--- config.mk ---
export PLATFORM = sky130hd
export DESIGN_NAME = instr_fetch_unit_flat
export DESIGN_NICKNAME = d
export VERILOG_FILES = /design/src/rtl/instr_fetch_unit_if.sv /design/src/rtl/instr_fetch_unit.sv /design/src/flat_wrapper.sv
export SDC_FILE = /design/constraint.sdc
export NUM_CORES = 1
export LEC_CHECK = 0
export ABC_AREA = 1
export CAP_MARGIN = 20
export CORE_MARGIN = 2
export CORE_UTILIZATION = 49
export DETAILED_ROUTE_END_ITERATION = 16
export PLACE_DENSITY_LB_ADDON = 0.25
export SYNTH_ARGS = -nofsm -noshare
export SYNTH_HDL_FRONTEND = slang
export SYNTH_SLANG_ARGS = --single-unit
--- constraint.sdc ---
create_clock -name clk -period 1.75 [get_ports clk]
set_clock_uncertainty 0.15 [all_clocks]
set_input_delay 0.4375 -clock clk [delete_from_list [all_inputs] [get_ports clk]]
set_output_delay 0.4375 -clock clk [all_outputs]
set_load 0.01 [all_outputs]
--- src/rtl/instr_fetch_unit_if.sv ---
// Fetch-stage bus bundle: instruction-memory request/ack, branch redirect,
// and the valid/ready instruction handoff with decoded IR fields.
interface instr_fetch_unit_if;
  logic        imem_req;
  logic [31:0] imem_addr;
  logic        imem_ack;
  logic [31:0] imem_rdata;
  logic        redirect;
  logic [31:0] redirect_pc;
  logic        inst_valid;
  logic        inst_ready;
  logic [31:0] inst_pc;
  logic [5:0]  opa;
  logic [5:0]  funca;
  logic [4:0]  rs;
  logic [4:0]  rt;
  logic [4:0]  rd;
  logic [15:0] imm;
  logic        fetch_err;

  // master: the fetch unit; slave: memory + decode + branch side
  modport master (
    output imem_req, imem_addr,
    input  imem_ack, imem_rdata,
    input  redirect, redirect_pc,
    output inst_valid,
    input  inst_ready,
    output inst_pc, opa, funca, rs, rt, rd, imm,
    output fetch_err
  );

  modport slave (
    input  imem_req, imem_addr,
    output imem_ack, imem_rdata,
    output redirect, redirect_pc,
    input  inst_valid,
    output inst_ready,
    input  inst_pc, opa, funca, rs, rt, rd, imm,
    input  fetch_err
  );
endinterface

--- src/rtl/instr_fetch_unit.sv ---
// Instruction fetch stage: PC, req/ack fetch from instruction memory, IR capture,
// valid/ready delivery to decode, branch redirect and sticky timeout fault.
module instr_fetch_unit #(
  parameter logic [31:0] RESET_PC = 32'h0000_0000,
  parameter int unsigned TIMEOUT  = 16
) (
  input  logic                clk,
  input  logic                rst_n,
  instr_fetch_unit_if.master  bus
);

  localparam int unsigned CW = $clog2(TIMEOUT);

  typedef enum logic [1:0] {
    IDLE  = 2'd0,
    REQ   = 2'd1,
    VALID = 2'd2,
    ERR   = 2'd3
  } state_e;

  state_e          state_q, state_d;
  logic [31:0]     pc_q, pc_d;
  logic [31:0]     ir_q, ir_d;
  logic [31:0]     inst_pc_q, inst_pc_d;
  logic [CW-1:0]   cnt_q, cnt_d;
  logic            req_q, req_d;
  logic [31:0]     addr_q, addr_d;
  logic            valid_q, valid_d;
  logic            err_q, err_d;
  logic [31:0]     redir_pc;

  assign redir_pc = {bus.redirect_pc[31:2], 2'b00};

  always_ff @(posedge clk or negedge rst_n) begin
    if (!rst_n) begin
      state_q   <= IDLE;
      pc_q      <= RESET_PC;
      ir_q      <= '0;
      inst_pc_q <= '0;
      cnt_q     <= '0;
      req_q     <= 1'b0;
      addr_q    <= '0;
      valid_q   <= 1'b0;
      err_q     <= 1'b0;
    end else begin
      state_q   <= state_d;
      pc_q      <= pc_d;
      ir_q      <= ir_d;
      inst_pc_q <= inst_pc_d;
      cnt_q     <= cnt_d;
      req_q     <= req_d;
      addr_q    <= addr_d;
      valid_q   <= valid_d;
      err_q     <= err_d;
    end
  end

  // Outputs are registered: each branch sets the values the next state presents.
  always_comb begin
    state_d   = state_q;
    pc_d      = pc_q;
    ir_d      = ir_q;
    inst_pc_d = inst_pc_q;
    cnt_d     = cnt_q;
    req_d     = req_q;
    addr_d    = addr_q;
    valid_d   = valid_q;
    err_d     = err_q;

    unique case (state_q)
      IDLE: begin
        state_d = REQ;
        req_d   = 1'b1;
        addr_d  = pc_q;
        cnt_d   = '0;
      end
      REQ: begin
        if (bus.imem_ack) begin
          ir_d      = bus.imem_rdata;
          inst_pc_d = pc_q;
          pc_d      = pc_q + 32'd4;
          req_d     = 1'b0;
          valid_d   = 1'b1;
          state_d   = VALID;
        end else if (cnt_q == CW'(TIMEOUT - 1)) begin
          req_d   = 1'b0;
          err_d   = 1'b1;
          state_d = ERR;
        end else begin
          cnt_d = cnt_q + CW'(1);
        end
      end
      VALID: begin
        if (bus.inst_ready) begin
          req_d   = 1'b1;
          addr_d  = pc_q;
          valid_d = 1'b0;
          cnt_d   = '0;
          state_d = REQ;
        end
      end
      ERR: begin
        req_d   = 1'b0;
        valid_d = 1'b0;
        err_d   = 1'b1;
      end
      default: state_d = IDLE;
    endcase

    // Redirect overrides any same-cycle ack, ready or timeout decision above.
    if (bus.redirect && (state_q != ERR)) begin
      pc_d      = redir_pc;
      addr_d    = redir_pc;
      req_d     = 1'b1;
      valid_d   = 1'b0;
      cnt_d     = '0;
      ir_d      = ir_q;
      inst_pc_d = inst_pc_q;
      err_d     = err_q;
      state_d   = REQ;
    end
  end

  assign bus.imem_req   = req_q;
  assign bus.imem_addr  = addr_q;
  assign bus.inst_valid = valid_q;
  assign bus.inst_pc    = inst_pc_q;
  assign bus.opa        = ir_q[31:26];
  assign bus.rs         = ir_q[25:21];
  assign bus.rt         = ir_q[20:16];
  assign bus.rd         = ir_q[15:11];
  assign bus.imm        = ir_q[15:0];
  assign bus.funca      = ir_q[5:0];
  assign bus.fetch_err  = err_q;

endmodule

--- src/flat_wrapper.sv ---
// flat-port wrapper written by rule: the top's interface ports become plain ports
module instr_fetch_unit_flat 
#(
  parameter logic [31:0] RESET_PC = 32'h0000_0000,
  parameter int unsigned TIMEOUT  = 16
)
  (clk, rst_n, bus_imem_req, bus_imem_addr, bus_imem_ack, bus_imem_rdata, bus_redirect, bus_redirect_pc, bus_inst_valid, bus_inst_ready, bus_inst_pc, bus_opa, bus_funca, bus_rs, bus_rt, bus_rd, bus_imm, bus_fetch_err);
  instr_fetch_unit_if bus_i ();
  input  logic clk;
  input  logic rst_n;
  output wire logic [$bits(bus_i.imem_req)-1:0] bus_imem_req;
  output wire logic [$bits(bus_i.imem_addr)-1:0] bus_imem_addr;
  input wire logic [$bits(bus_i.imem_ack)-1:0] bus_imem_ack;
  input wire logic [$bits(bus_i.imem_rdata)-1:0] bus_imem_rdata;
  input wire logic [$bits(bus_i.redirect)-1:0] bus_redirect;
  input wire logic [$bits(bus_i.redirect_pc)-1:0] bus_redirect_pc;
  output wire logic [$bits(bus_i.inst_valid)-1:0] bus_inst_valid;
  input wire logic [$bits(bus_i.inst_ready)-1:0] bus_inst_ready;
  output wire logic [$bits(bus_i.inst_pc)-1:0] bus_inst_pc;
  output wire logic [$bits(bus_i.opa)-1:0] bus_opa;
  output wire logic [$bits(bus_i.funca)-1:0] bus_funca;
  output wire logic [$bits(bus_i.rs)-1:0] bus_rs;
  output wire logic [$bits(bus_i.rt)-1:0] bus_rt;
  output wire logic [$bits(bus_i.rd)-1:0] bus_rd;
  output wire logic [$bits(bus_i.imm)-1:0] bus_imm;
  output wire logic [$bits(bus_i.fetch_err)-1:0] bus_fetch_err;
  assign bus_imem_req = bus_i.imem_req;
  assign bus_imem_addr = bus_i.imem_addr;
  assign bus_i.imem_ack = bus_imem_ack;
  assign bus_i.imem_rdata = bus_imem_rdata;
  assign bus_i.redirect = bus_redirect;
  assign bus_i.redirect_pc = bus_redirect_pc;
  assign bus_inst_valid = bus_i.inst_valid;
  assign bus_i.inst_ready = bus_inst_ready;
  assign bus_inst_pc = bus_i.inst_pc;
  assign bus_opa = bus_i.opa;
  assign bus_funca = bus_i.funca;
  assign bus_rs = bus_i.rs;
  assign bus_rt = bus_i.rt;
  assign bus_rd = bus_i.rd;
  assign bus_imm = bus_i.imm;
  assign bus_fetch_err = bus_i.fetch_err;
  instr_fetch_unit #(.RESET_PC(RESET_PC), .TIMEOUT(TIMEOUT)) u_core (.clk(clk), .rst_n(rst_n), .bus(bus_i));
endmodule
# == Yosys cells after proc, flatten, opt, wreduce, memory -nomap -nowiden ==
# Cells that the tools add are included.
# totals
ff_bits,137
inputBits,69
out_inout_bits,110
elab_cells,68
# op_classes
addsub,2
n_eq_ne,12
mux,28
n_bitwise,1
reduce_logical,16
# op_table
op,count
two-way mux 32 bit,5
case mux 32 bit (2 select lines),1
"adder 32 x 3 -> 32 bit, second input constant",1
two-way mux 4 bit,4
case mux 4 bit (3 select lines),1
two-way mux 1 bit,9
"inequality test 3 x 2 -> 1 bit, second input constant",3
AND reduction 3 bit,3
two-way mux 2 bit,4
AND reduction 4 bit,2
nonzero test 4 bit,2
case mux 2 bit (3 select lines),1
AND reduction 2 bit,3
nonzero test 2 bit,3
"adder 4 x 1 -> 4 bit, second input constant",1
"equality test 2 bit, second input constant",2
"equality test 4 bit, second input constant",1
"inequality test 2 bit, second input constant",2
"inequality test 4 x 2 -> 1 bit, second input constant",1
case mux 1 bit (4 select lines),1
"inequality test 3 bit, second input constant",1
case mux 1 bit (3 select lines),1
nonzero test 3 bit,1
"equality test 2 x 1 -> 1 bit, second input constant",1
other kinds (5),5

# == Depth between registers and ports, before layout ==
# logic_depth
depth_word,5
ltp_mapped,10
mapped_depth_nobuf,10

# == Worst setup path after synthesis ==
# OpenSTA, ideal clock, no wires.
# synth_path
path_type,register -> register
from,register u_core.pc_q[3]
to,register u_core.pc_q[16]
setup_ps,117
arrival_time_ps,1330
t_required_ps,1483
path_slack_ps,153
stages_incl_launch_ff,11
path_buffers,0
period_less_slack_ps,1597
path_cell_list,dfrtp_1 > ha_1 > inv_1 > nor2_1 > nand3_2 > nor2_4 > nand2_1 > nand2_1 > nand2_1 > nand2_1 > nand2_1
# synth_between
elab_chain_cells,4
# synth_lines
item,line,source
start: declaration,instr_fetch_unit.sv:22,"logic [31:0] pc_q, pc_d;"
start signal: assignment,instr_fetch_unit.sv:47,pc_q <= pc_d;
adder 32 x 3 -> 32 bit,instr_fetch_unit.sv:81,pc_d = pc_q + 32'd4;
two-way mux 32 bit,instr_fetch_unit.sv:78,if (bus.imem_ack) begin
two-way mux 32 bit,instr_fetch_unit.sv:70,unique case (state_q)
two-way mux 32 bit,instr_fetch_unit.sv:111,if (bus.redirect && (state_q != ERR)) begin
# No other way between the ends. The select of a mux whose other input is x is not followed.
# A chain may end at the register's enable or synchronous reset.

# == Worst setup path after layout ==
# layout_path
from,register u_core.pc_q[2]
to,register u_core.pc_q[26]
# Same word-level chain as after synthesis.

==> reports/results.tsv <==
stage	metric	value	unit
power_and_ir_drop	clockPowerShare	50.9	%
final_layout	antenna_cells	0	
setup_path	cp-start-kind	flip-flop	
power_and_ir_drop	p_comb_share	3.6	%
power_and_ir_drop	p_sw	1.33	mW
min_path	hold_path_class	reg -> reg	
timing	min_period	1.70	ns
yosys	ys.flop_type	dfrtp_1	
placed_design	dpl.hpwl	13.1	mm
floorplanning	initial_core_util	49.8	%
clock_network	cts_tree	yes	
final_layout	design_area	9330	µm²
placed_design	post-place-ws	-0.396	ns
yosys	yosysTopAreaCellShare	50.5	%
yosys	synth_edf_count	0	
power_and_ir_drop	power_density	720	nW/µm²
detailed_routing	vias	6119	
yosys	async_reset_ff_share	100	%
power_and_ir_drop	intPower	5.39	mW
yosys	avgSynthCellArea	7.90	µm²
grt	grt_pass1_vias	6052	
setup_path	critical_path_required	1.90	ns
timing	rsz0062_at_grt	yes	
yosys	ys_seq_elements	132	
grt	grt_pass1_wl	29.1	mm
floorplanning	dieWidth	120	µm
setup_path	critPathKind	reg -> reg	
final_layout	layout.nets	1108	
clock_network	htreeDepth	4	
timing	setup_slack	0.0511	ns
floorplanning	dieArea	14300	µm²
detailed_routing	wl_per_cell	14.6	µm
detailed_routing	drt-total-wl	17.8	mm
setup_path	rrSetupSlack	0.05	ns
yosys	syn_inst	828	
placed_design	place_area	8740	µm²
grt	grt_usage	26.0	%
floorplanning	dieHeight	120	µm
yosys	syn_area	6540	µm²
clock_network	clk_pin_slew	0.06	ns
detailed_routing	drt-initial-drc-count	408	
clock_network	clockBufferDepth	2	
clock_network	cts-root-buf	clkbuf_16	
detailed_routing	drcViolationCount	0	
yosys	yosysWarnings	0	
final_layout	layout-drive-gt1-share	13.5	%
floorplanning	design.core.area	13100	µm²
yosys	synth.most_common_cell	nand2_1	
power_and_ir_drop	seq_power_share	45.5	%
timing	fmax	589	MHz
yosys	synthDistinctLibCells	38	
timing	min_period_over_period	97.1	%
final_layout	synthToLayoutAreaGrowth	42.6	%
timing	slew_viol_final	0	
clock_network	clock_sinks	132	
clock_network	clock_latency	0.42	ns
grt	antenna_found_initial	0	
yosys	yosys-top-cells-count	342 x nand2_1, 132 x dfrtp_1, 66 x nor2_1	
yosys	yosys.area.top_type	dfrtp_1	
setup_path	cp_max_fo	4	
yosys	synthTopCellsByArea	dfrtp_1 51%, nand2_1 20%, nor2_1 3.8%	
grt	grt_remaining_overflow	0	
detailed_routing	ant_nets	0	
power_and_ir_drop	switching_share	19.8	%
clock_network	cts_made_buffers	17	
timing	finalHoldViolations	0	
grt	grt_max_degree	42	
floorplanning	io-pin-count	179	
power_and_ir_drop	ir_drop	0.616	mV
timing	tns	0	ns
detailed_routing	vias_per_cell	5.00	
floorplanning	num_rows	42	
setup_path	arrival	1.84	ns
status	outcome	completed	
placed_design	numPortBuffers	174	
detailed_routing	drtPass1Iterations	5	
yosys	yosysSeqAreaShare	50.5	%
power_and_ir_drop	p_leak	5.09	nW
timing	setup-violations-final	0	
setup_path	worst_setup_path_end_kind	flip-flop	
placed_design	gp_congestion	0.923	
run	max_cap_viol_count	0	
==> registers in the layout, summed over array words and instances (netlist names) <==
name,flops
u_core.state_q,2
u_core.pc_q,30
u_core.bus.inst_valid,1
u_core.bus.imem_req,1
u_core.cnt_q,4
u_core.ir_q,32
u_core.bus.inst_pc,30
u_core.bus.imem_addr,31
u_core.bus.fetch_err,1
==> layout make-up <==
type                       count  area, µm²
sequential                   132       3310
fill                        1101       3810
timing repair buffer         233       2220
multi-input combinational    589       2770
tap                          176        220
clock buffer                  25        485
clock inverter                 5       75.1
inverter                      64        248
==> worst paths after layout <==
path	startpoint	depth (start not counted)	endpoint
max in group asynchronous	rst_n	3	u_core.bus.inst_pc[26]
min in group asynchronous	rst_n	2	u_core.bus.imem_addr[13]
setup reg to reg	u_core.pc_q[2]	9	u_core.pc_q[26]
setup / recovery	u_core.pc_q[2]	9	u_core.pc_q[26]
hold reg to reg	u_core.bus.fetch_err	1	u_core.bus.fetch_err
hold / removal	u_core.bus.fetch_err	1	u_core.bus.fetch_err
==> power groups by stage <==
stage	logic, mW	registers (mW)	clock network, mW
floorplan	0.0107	3.11	0
global placement	0.246	3.11	0
detailed placement	0.245	3.11	0
CTS	0.249	3.05	3.45
global route	0.269	3.05	3.61
finish	0.245	3.05	3.42
==> layout by cell type (no fill, tap or decap), types with 2 or more instances in the layout <==
cell,instances
buf_6,2
a22oi_1,2
clkinv_2,3
inv_4,3
clkbuf_8,3
nand3_1,41
o21a_1,5
o21ai_2,11
dfrtp_1,129
nor2_2,6
nand4_1,7
dlygate4sd2_1,108
inv_1,57
o21ai_0,34
o211ai_1,4
o21ai_1,20
nand2_1,337
conb_1,2
buf_4,44
clkbuf_16,17
a31oi_1,11
nor2_1,60
nor2_4,9
nand2_2,5
a21oi_1,8
o21bai_1,2
clkbuf_1,5
nor3_2,2
inv_2,4
buf_12,12
nand3_2,4
dfrtp_2,3
nand2_4,4
bufinv_16,2
clkdlybuf4s50_1,64
nand3_4,2
==> metal layers <==
layer	GRT usage [%]	up-vias	part of all wire, %
met1	31.1	2860	41
met4	11.1	0	3.1
li1	-	3019	-
met5	0	-	0
met3	8.60	42	7.3
met2	42.9	198	49
==> logic make-up after synthesis <==
kind of cell    count (synthesis)  synth area share [%]
flops                         132                  50.5
other cells                     1                0.0574
mux                             1                 0.153
buf+inv                       109                  8.92
fa+ha+maj                       2                 0.383
simple gates                  482                  30.6
compound gates                100                  9.22
xor+xnor                        1                 0.134
==> stage by stage <==
| step | hold WS (ns) | instances | util, % | power, mW |
|---|---|---|---|---|
| after global placement | 0.195 | 1190 | 66.5 | 3.35 |
| after CTS | 0.312 | 1222 | 69.9 | 6.76 |
| final | 0.308 | 1224 | 71.0 | 6.72 |
| after detailed placement | 0.196 | 1190 | 66.5 | 3.35 |
| after global routing | 0.319 | 1224 | 71.0 | 6.94 |
| after floorplan | -0.00809 | 829 | - | 3.12 |
==> worst max-delay path: stages (launching register included) <==
cell and delay (ns):
dfrtp_1 0.36, ha_2 0.20, inv_2 0.05, nor2_4 0.08, buf_6 0.12, nand2_4 0.06, nor2_4 0.16, nand3b_1 0.20
nand2_1 0.12, o211ai_1 0.08
==> timing repair <==
item | in CTS | in global routing
endpoints found under the setup margin | 111 | 31
hold buffers | 1 | 0
pin swaps | 2 | 8
gates cloned | 0 | 1
resized for setup | 110 | 36
endpoints found under the hold margin | 29 | 0
setup buffers | 1 | 1
(Power assumes the default switching activity.)
